### config.mk
export PLATFORM = sky130hd
export DESIGN_NAME = pe_row_cfg_seq
export DESIGN_NICKNAME = d
export VERILOG_FILES = /design/src/rtl/pe_row_cfg_seq.sv
export SDC_FILE = /design/constraint.sdc
export NUM_CORES = 1
export LEC_CHECK = 0
export ABC_CLOCK_PERIOD_IN_PS = 4950
export CAP_MARGIN = 10
export CORE_AREA = 2 2 107 120
export CTS_CLUSTER_SIZE = 30
export DETAILED_ROUTE_END_ITERATION = 8
export DIE_AREA = 0 0 109 122
export GPL_ROUTABILITY_DRIVEN = 0
export GPL_TIMING_DRIVEN = 0
export PLACE_DENSITY = 0.66
export REMOVE_ABC_BUFFERS = 1
export SLEW_MARGIN = 20
export SYNTH_ARGS = -nofsm -noshare
export SYNTH_HDL_FRONTEND = slang
export SYNTH_SLANG_ARGS = --single-unit
### constraint.sdc
create_clock -name clk -period 4.95 [get_ports clk]
set_clock_uncertainty 0.1 [all_clocks]
set_input_delay 0.99 -clock clk [delete_from_list [all_inputs] [get_ports clk]]
set_output_delay 0.99 -clock clk [all_outputs]
set_load 0.02 [all_outputs]
### src/rtl/pe_row_cfg_seq.sv
// pe_row_cfg_seq: mask-driven config loader and run sequencer for one PE row (LSU + NUM_PE PEs)
// Ports: clk/rst (sync, active-low); cfg_start, cfg_mask, run_len, run_stop control a sequence;
// cfg_valid/cfg_ready/cfg_data carry per-slot words; PE_config, init_sel, init_en, run drive the row;
// busy, done, aborted report status. Slot bit NUM_PE = LSU, bit NUM_PE-1-i = PE_i.
module pe_row_cfg_seq #(
    parameter int NUM_PE = 4,
    parameter int INST_W = 32,
    parameter int RUN_W  = 16
) (
    input  logic              clk,
    input  logic              rst,
    input  logic              cfg_start,
    input  logic [NUM_PE:0]   cfg_mask,
    input  logic [RUN_W-1:0]  run_len,
    input  logic              run_stop,
    input  logic              cfg_valid,
    output logic              cfg_ready,
    input  logic [INST_W-1:0] cfg_data,
    output logic [INST_W-1:0] PE_config,
    output logic [NUM_PE:0]   init_sel,
    output logic              init_en,
    output logic              run,
    output logic              busy,
    output logic              done,
    output logic              aborted
);
    typedef enum logic [2:0] {IDLE, LOAD, GAP, RUN, DONE} state_t;
    state_t state;
    logic [NUM_PE:0] rem, pick, rem_next;
    logic [RUN_W-1:0] len, cnt, cnt_inc;
    // LSU sits in the top bit and PE_0 next, so the next slot is the highest remaining mask bit
    always_comb begin
        pick = '0;
        for (int i = 0; i <= NUM_PE; i++)
            if (rem[i]) begin
                pick = '0;
                pick[i] = 1'b1;
            end
    end
    assign rem_next = rem & ~pick;
    assign cnt_inc = cnt + RUN_W'(1);
    always_ff @(posedge clk) begin
        if (!rst) begin
            state <= IDLE;
            rem <= '0;
            len <= '0;
            cnt <= '0;
            PE_config <= '0;
            init_sel <= '0;
            init_en <= 1'b0;
            cfg_ready <= 1'b0;
            run <= 1'b0;
            busy <= 1'b0;
            done <= 1'b0;
            aborted <= 1'b0;
        end else begin
            init_sel <= '0;
            init_en <= 1'b0;
            done <= 1'b0;
            aborted <= 1'b0;
            case (state)
                IDLE: if (cfg_start) begin
                    rem <= cfg_mask;
                    len <= run_len;
                    cnt <= '0;
                    busy <= 1'b1;
                    cfg_ready <= |cfg_mask;
                    run <= ~|cfg_mask;
                    state <= |cfg_mask ? LOAD : RUN;
                end
                LOAD, GAP: if (run_stop) begin
                    // abort wins over a same-cycle transfer, which is dropped
                    state <= IDLE;
                    rem <= '0;
                    busy <= 1'b0;
                    cfg_ready <= 1'b0;
                    aborted <= 1'b1;
                end else if (state == GAP) begin
                    state <= RUN;
                    run <= 1'b1;
                end else if (cfg_valid) begin
                    PE_config <= cfg_data;
                    init_sel <= pick;
                    init_en <= 1'b1;
                    rem <= rem_next;
                    if (rem_next == '0) begin
                        state <= GAP;
                        cfg_ready <= 1'b0;
                    end
                end
                RUN: if (run_stop || (len != '0 && cnt_inc == len)) begin
                    state <= DONE;
                    run <= 1'b0;
                    done <= 1'b1;
                end else if (~&cnt) begin
                    cnt <= cnt_inc;
                end
                DONE: begin
                    state <= IDLE;
                    busy <= 1'b0;
                end
                default: state <= IDLE;
            endcase
        end
    end
endmodule

**Word-level counts from Yosys, hierarchy flattened**

Index checks and enable logic that the tools add are counted.

- $add $sub $neg: 1
- Multiply operators: 0
- Divide/modulo/power cells: 0
- Magnitude comparators: 0
- Equal/unequal tests: 17
- Shift-type cells: 0
- Mux-type cells: 39
- Bitwise gates (word level): 7
- Reductions and logical operators: 25

Operators by type and width:

| kind | count |
|---|---|
| $mux 16 | 3 |
| $mux 5 | 8 |
| $pmux 16 s2 | 1 |
| $mux 3 | 6 |
| $add 16x1->16 const B | 1 |
| $eq 16x16->1 | 1 |
| $reduce_and 16->1 | 1 |
| $reduce_and 4->1 | 4 |
| $reduce_bool 16->1 | 1 |
| $mux 1 | 15 |
| $ne 2x2->1 const B | 7 |
| $pmux 5 s2 | 1 |
| $reduce_and 5->1 | 2 |
| $reduce_or 5->1 | 2 |
| $ne 3x3->1 const B | 3 |
| $pmux 3 s3 | 1 |
| $ne 4x4->1 const B | 2 |
| $eq 3x2->1 const B | 2 |
| $pmux 1 s3 | 2 |
| $reduce_and 2->1 | 3 |
| $reduce_bool 3->1 | 2 |
| $and 5x5->5 | 1 |
| $logic_not 5->1 | 1 |
| $not 1->1 | 5 |
| other kinds (13) | 14 |

- Flip-flop bits (word level): 83
- Bits in latches: 0
- RAM bits: 0
- Bits in read-only memories: 0
- Input bits: 58
- Output and inout port bits: 43
- Memories kept: 0

**Depth between registers and ports, before layout**

- Word-level depth: 13
- Depth in mapped cells: 10

**Worst setup path after synthesis**

Ideal clock, no wire load.

- Path kind: input to register
- Start point: in run_stop
- End point: reg len[10]
- Setup time: 0.122 ns
- Arrival: 2.957 ns
- Required time: 4.728 ns
- Setup slack: 1.771 ns
- Stages: 8
- Cell sequence: clkbuf_1 -> nor2_1 -> o21a_1 -> a2111oi_1 -> o21ai_2 -> clkbuf_1 -> nand2_1 -> a21boi_0

RTL lines:

| element | RTL line | source |
|---|---|---|
| from (decl) | 15 | `input logic run_stop,` |
| to (signal assigned) | 64 | `len <= run_len;` |
| to (decl) | 30 | `logic [RUN_W-1:0] len, cnt, cnt_inc;` |

**Worst setup path in the final report**

- Start point: in cfg_start
- End point: reg cnt[6]

- Word-level cells in the longest chain between the ends: 2

RTL lines:

| element | RTL line | source |
|---|---|---|
| from (decl) | 12 | `input logic cfg_start,` |
| $ne 2x2->1 (no source line) | n/a |  |
| $reduce_and 4->1 (no source line) | n/a |  |
| to (signal assigned) | 96 | `cnt <= cnt_inc;` |
| to (decl) | 30 |  |

Every way passes these cells.
A chain may end at the register's enable or synchronous reset.

==> metrics.txt <==
# TYPE chip_impl_metric gauge
chip_impl_metric{name="areaGrowthSynthToFinish",unit="%"} 33.48
chip_impl_metric{name="drt-vias-per-instance",unit=""} 5.188
chip_impl_metric{name="crit_fanout",unit=""} 14
chip_impl_metric{name="hold_viol_final",unit=""} 0
chip_impl_metric{name="post-route-min-period",unit="ns"} 3.497
chip_impl_metric{name="timing.slew.headroom",unit="%"} 28.05
chip_impl_metric{name="post_synth_instance_area",unit="µm²"} 4163
chip_impl_metric{name="max_cap_viol_count",unit=""} 0
chip_impl_metric{name="grt_antenna_before_repair",unit=""} 0
chip_impl_metric{name="start_util",unit="%"} 34.08
chip_impl_metric{name="first_global_vias",unit=""} 3818
chip_impl_metric{name="synth_seq_area_share",unit="%"} 39.92
chip_impl_metric{name="post_synth_num_cell_types",unit=""} 63
chip_impl_info{name="worstSetupPathType",value="in -> reg"} 1
chip_impl_metric{name="cts_setup_buffers",unit=""} 0
chip_impl_metric{name="max_clock_buf_depth",unit=""} 2
chip_impl_metric{name="drtPass1Iterations",unit=""} 5
chip_impl_info{name="cts_tree",value="built"} 1
chip_impl_info{name="critical_path.endpoint_type",value="register"} 1
chip_impl_metric{name="wire_per_inst",unit="µm"} 14.52
chip_impl_metric{name="insertedDiodeCount",unit=""} 0
chip_impl_metric{name="arrival",unit="ns"} 3.62
chip_impl_info{name="worst_setup_path_start_kind",value="input pin"} 1
chip_impl_info{name="min-delay-path-class",value="reg -> reg"} 1
chip_impl_metric{name="power.leakage",unit="nW"} 1.926
chip_impl_metric{name="die_w",unit="µm"} 109
chip_impl_metric{name="asr_flop_ratio_synth",unit="%"} 0
chip_impl_metric{name="floorplan.die_area",unit="µm²"} 13300
chip_impl_metric{name="synth.avg_cell_area",unit="µm²"} 8.211
chip_impl_metric{name="grt_first_pass_wirelength",unit="µm"} 18190
chip_impl_info{name="unrepaired_setup_endpoints_after_global_routing",value="false"} 1
chip_impl_metric{name="power_density",unit="nW/µm²"} 308.0
chip_impl_metric{name="holdWs",unit="ns"} 0.3603
chip_impl_metric{name="drive_above_1_share",unit="%"} 7.483
chip_impl_metric{name="grt_max_degree",unit=""} 40
chip_impl_info{name="clk_root_buffer_cell",value="sky130_fd_sc_hd__clkbuf_16"} 1
chip_impl_metric{name="worst_pin_slew",unit="ns"} 1.077
chip_impl_metric{name="timing.critical_path.slowest_cell_delay",unit="ns"} 0.83
chip_impl_metric{name="ios",unit=""} 101
chip_impl_metric{name="place.detailed.hpwl",unit="µm"} 7761
chip_impl_metric{name="track_usage",unit="%"} 17.14
chip_impl_metric{name="detailroute.via_count",unit=""} 3865
chip_impl_info{name="synth-main-ff-cell",value="sky130_fd_sc_hd__dfxtp_1"} 1
chip_impl_metric{name="rows",unit=""} 43
chip_impl_metric{name="h-tree-depth",unit=""} 3
chip_impl_metric{name="io_buffers",unit=""} 100
chip_impl_metric{name="design.final.nets",unit=""} 643
chip_impl_metric{name="finalCoreUtilization",unit="%"} 45.50
chip_impl_info{name="outcome",value="completed"} 1
chip_impl_metric{name="global_route.overflow_total",unit=""} 0
chip_impl_metric{name="timing.critical_path.required",unit="ns"} 5.07
chip_impl_metric{name="core_area",unit="µm²"} 12210
chip_impl_metric{name="drcViolationCount",unit=""} 0
chip_impl_metric{name="initial_drc_count",unit=""} 229
chip_impl_metric{name="vdd_drop_max",unit="µV"} 179.6
chip_impl_metric{name="postRouteAntennaNets",unit=""} 0
chip_impl_metric{name="post_synth_edffs",unit=""} 0
chip_impl_metric{name="area.sequential",unit="µm²"} 1662
chip_impl_metric{name="cts-hold-fix-buffers",unit=""} 0
chip_impl_metric{name="fillers",unit=""} 1171
chip_impl_metric{name="clock_insertion_delay_worst_skew",unit="ns"} 0.34
chip_impl_metric{name="timing.final.crit_share",unit="%"} 70.64
chip_impl_metric{name="cts_made_buffers",unit=""} 9
chip_impl_metric{name="finalSetupViolCount",unit=""} 0
chip_impl_metric{name="synth_seq_cells",unit=""} 83
chip_impl_metric{name="cts_repair_resize_count",unit=""} 0
chip_impl_metric{name="clkTransAtPathRegs",unit="ns"} 0.07
chip_impl_metric{name="netlist_instances",unit=""} 507
chip_impl_metric{name="postRouteWirelength",unit="µm"} 10820
chip_impl_metric{name="ys.warnings.count",unit=""} 0
chip_impl_metric{name="chipHeight",unit="µm"} 122
chip_impl_info{name="cell_at_the_slowest_stage_of_the_critical_path",value="sky130_fd_sc_hd__nor2b_1"} 1
chip_impl_metric{name="final_cell_area",unit="µm²"} 5557
chip_impl_metric{name="area_used_by_multi_input_combinational_logic",unit="µm²"} 2328
chip_impl_info{name="crit_path_cell_trace",value="clkdlybuf4s50_1 > nor3_1 > nor4_2 > buf_2 > buf_4 > nor2b_1 > o311ai_0 > o41ai_1"} 1
chip_impl_metric{name="place_area",unit="µm²"} 5241
chip_impl_metric{name="max_freq",unit="MHz"} 286.0
chip_impl_metric{name="clock_sink_total",unit=""} 83
chip_impl_metric{name="final-max-slew-violation-count",unit=""} 0
-- worst max-delay path, delay by kind of cell --
kind | cells | cell delay [ns]
simple gates | 3 | 1.30
buf+inv | 3 | 0.88
compound gates | 2 | 0.43
-- final cells by class --
type	instances	area share, %
multi-input combinational	384	41.90
clock inverter	6	1.621
clock buffer	9	4.053
sequential	83	29.90
tap	157	3.535
timing repair buffer	104	18.85
inverter	2	0.1351
-- per-layer routing --
layer,part of all wire [%],up-vias,routed length (µm),GRT usage [%]
li1,-,1939,-,-
met2,46,119,5016,27.02
met3,9.3,15,1010,7.812
met4,2.0,0,221,6.330
met1,42,1792,4574,20.36
met5,0,-,0,0
-- cell families (layout without fill, tap and decap cells) --
logic type / count (synthesis) / in the layout / share of synthesized area, %
muxes: 10 / 10 / 2.405
and+or+nand+nor: 236 / 236 / 27.65
AOI/OAI and AO/OA: 118 / 118 / 21.07
adders and majority gates: 2 / 2 / 0.5410
buffers and inverters: 40 / 121 / 4.629
DFF: 83 / 83 / 39.92
xor gates and xnor gates: 18 / 18 / 3.787
-- worst paths after layout --
check / from / cells after the start / to / slack [ns]
setup / recovery: cfg_start / 8 / cnt[6] / 1.45
hold / removal: PE_config[18] / 2 / PE_config[18] / 0.36
setup reg to reg: cnt[0] / 9 / cnt[10] / 1.50
hold reg to reg: PE_config[18] / 2 / PE_config[18] / 0.36
-- flip-flops by register name (all words and copies together), names as in the netlist --
register   flops
state          3
run            1
cnt           16
cfg_ready      1
init_en        1
PE_config     32
rem            5
done           1
init_sel       5
aborted        1
len           16
busy           1
-- synthesized netlist by cell type (3+ instances only) --
library cell               count  area, µm²
sky130_fd_sc_hd__xnor2_1      13      113.9
sky130_fd_sc_hd__nor4_1        8      50.05
sky130_fd_sc_hd__o21ai_0      15      75.07
sky130_fd_sc_hd__and3_1        7      43.79
sky130_fd_sc_hd__or4_1         5      37.54
sky130_fd_sc_hd__nand4_1       5      31.28
sky130_fd_sc_hd__a31oi_1       3      18.77
sky130_fd_sc_hd__nor2_1       20      75.07
sky130_fd_sc_hd__a21oi_1       8      40.04
sky130_fd_sc_hd__buf_4         4      30.03
sky130_fd_sc_hd__and4_1        4      35.03
sky130_fd_sc_hd__nand2_1     126      473.0
sky130_fd_sc_hd__nor3_1        7      35.03
sky130_fd_sc_hd__or2_2         9      56.30
sky130_fd_sc_hd__o311ai_0      7      61.31
sky130_fd_sc_hd__o41ai_1       3      26.28
sky130_fd_sc_hd__o31ai_1       5      37.54
sky130_fd_sc_hd__buf_2         3      15.01
sky130_fd_sc_hd__nor2b_1      10      62.56
sky130_fd_sc_hd__clkbuf_1     29      108.9
sky130_fd_sc_hd__mux2i_1      10      100.1
sky130_fd_sc_hd__a22oi_1       5      37.54
sky130_fd_sc_hd__nand3_1      14      70.07
sky130_fd_sc_hd__dfxtp_1      83       1662
sky130_fd_sc_hd__nand2b_1      6      37.54
sky130_fd_sc_hd__a21boi_0     51      382.9
sky130_fd_sc_hd__xor2_1        5      43.79
-- per-stage QoR --
| stage | TNS (ns) | worst slack (ns) | cells | power (mW) |
|---|---|---|---|---|
| floorplan | 0 | 0.6805 | 469 | 0.8790 |
| global placement | -26.97 | -1.914 | 726 | 0.9989 |
| detailed placement | 0 | 1.152 | 730 | 1.008 |
| CTS | 0 | 1.469 | 745 | 1.727 |
| global route | 0 | 1.268 | 745 | 1.790 |
| finish | 0 | 1.453 | 745 | 1.712 |
-- cell usage in the layout, fill, tap and decap left out, drive strengths merged, types with 5 or more instances in the layout --
master	netlist	layout
and3	7	7
a22oi	5	5
nand2b	6	6
or4	6	6
o31ai	5	5
nand2	126	126
nand4	6	6
clkbuf	29	9
mux2i	10	10
nor3	9	9
clkdlybuf4s50	0	99
nor2	21	21
buf	9	5
nand3	15	15
a21oi	8	8
nor2b	10	10
or2	9	9
xor2	5	5
xnor2	13	13
o21ai	17	17
nor4	8	8
dfxtp	83	83
a21boi	52	52
o311ai	7	7
-- report_power, final --
part	leakage (nW)	switching (mW)	total, mW	internal [mW]
Clock	0.152	0.277	0.718	0.441
Sequential	0.675	0.0311	0.728	0.697
Combinational	1.10	0.139	0.266	0.127
(Power assumes the default switching activity.)
==> edit (same flow settings) <==
Reset style: asynchronous (`rst`), changed in one clocked block.
--- a/src/rtl/pe_row_cfg_seq.sv
+++ b/src/rtl/pe_row_cfg_seq.sv
@@ -39,7 +39,7 @@
     end
     assign rem_next = rem & ~pick;
     assign cnt_inc = cnt + RUN_W'(1);
-    always_ff @(posedge clk) begin
+    always_ff @(posedge clk or negedge rst) begin
         if (!rst) begin
             state <= IDLE;
             rem <= '0;
Formal check against the unedited RTL: differs if rst is asserted again (counterexample within 4 cycles, from zero or initial values and one cycle with rst low); with rst held inactive, the same outputs for 4 cycles.
==> edit against the original RTL <==
- area after synthesis fell by 2.7%
- sequential cell count did not move
- design area fell by 1.3%
- worst hold slack improved by 0.030 ns
- worst setup slack got worse by 0.010 ns
- highest routed layer unchanged
- largest cell class is now sequential cells
- critical path depth fell by 1
- wire length fell by 13%
- synthesized cell count fell by 23%
Power is not compared: it rests on default switching activity, and its combinational part moved more than twofold at a synthesized area within 25%.
==> edit: results (changes against the original RTL) <==
grt:
  grt_pass1_vias: 3095  # was 3818
  grt_util_met3_pct: 3.96  # was 7.81%
  grt_use_met1_pct: 18.5  # was 20.4%
  grt_pass1_wl_microns: 15100  # was 18200 microns
  grt_util_all_layers_pct: 14.4  # was 17.1%
  grt_max_degree: 46  # was 40
  gr-usage-met2_pct: 23.6  # was 27.0%
placed_design:
  dp_hpwl_microns: 6780  # was 7760 microns
  place_ws_ns: 1.10  # was 1.15 ns
  dp_cells: 628  # was 730
run_status:
  status: "finished clean"  # unchanged
synthesis:
  synth.avg_cell_area_sq_um: 10.4  # was 8.21 sq um
  synth_area_leaders: "dfrtp_1 51%, mux2_2 9.2%, nand2_1 5.7%"  # was dfxtp_1 40%, nand2_1 11%, a21boi_0 9.2%
  ys_types: 55  # was 63
  synth_compound_area_share_pct: 12.6  # was 21.1%
  synth_commonest_cells: "83 x dfrtp_1, 62 x nand2_1, 33 x mux2_2, 15 x o21ai_0, 13 x xnor2_1"  # was 126 x nand2_1, 83 x dfxtp_1, 51 x a21boi_0, 29 x clkbuf_1, 20 x nor2_1
  synthAdderAreaFrac_pct: 0.309  # was 0.541%
  synth_mux_area_share_pct: 9.94  # was 2.40%
drt:
  dr.pass1.iters: 4  # was 5
  via_per_inst: 5.06  # was 5.19
  dr_wl_met3_microns: 839  # was 1010 microns
  wl_met1_microns: 4170  # was 4570 microns
cells_and_area:
  fin_nets: 541  # was 643
  drive_gt1_share_pct: 14.0  # was 7.48%
setup_path:
  crit_slowest_cell: "clkdlybuf4s50_1"  # was nor2b_1
  worst-path-max-fanout: 16  # was 14
sta:
  tightest_slew_ns: 1.02  # was 1.08 ns
## edit: changes by cell type after synthesis, moves of 17 or more
| cell | unedited run | this run |
|---|---|---|
| a21boi_0 | 51 | 0 |
| clkbuf_1 | 29 | 12 |
| dfrtp_1 | 0 | 83 |
| dfxtp_1 | 83 | 0 |
| mux2_2 | 0 | 33 |
| nand2_1 | 126 | 62 |
## edit: path summary, 6_finish.rpt
check                           startpoint             to  slack [ns]  cells past startpoint
min in group asynchronous              rst  PE_config[26]        0.55                      1
worst max-delay path              run_stop  PE_config[29]        1.44                      7
worst max register to register      cnt[2]        cnt[11]        1.53                      8
worst min register to register   cfg_ready      cfg_ready        0.39                      2
worst min-delay path             cfg_ready      cfg_ready        0.39                      2
max in group asynchronous              rst         cnt[4]        3.59                      2
## edit: final cells by class
class	instances	area [sq um]
sequential	83	2080
timing repair buffer	106	1040
fill	1171	6730
clock buffer	10	239
multi-input combinational	273	1820
clock inverter	6	72.6
tap	157	196
inverter	9	33.8
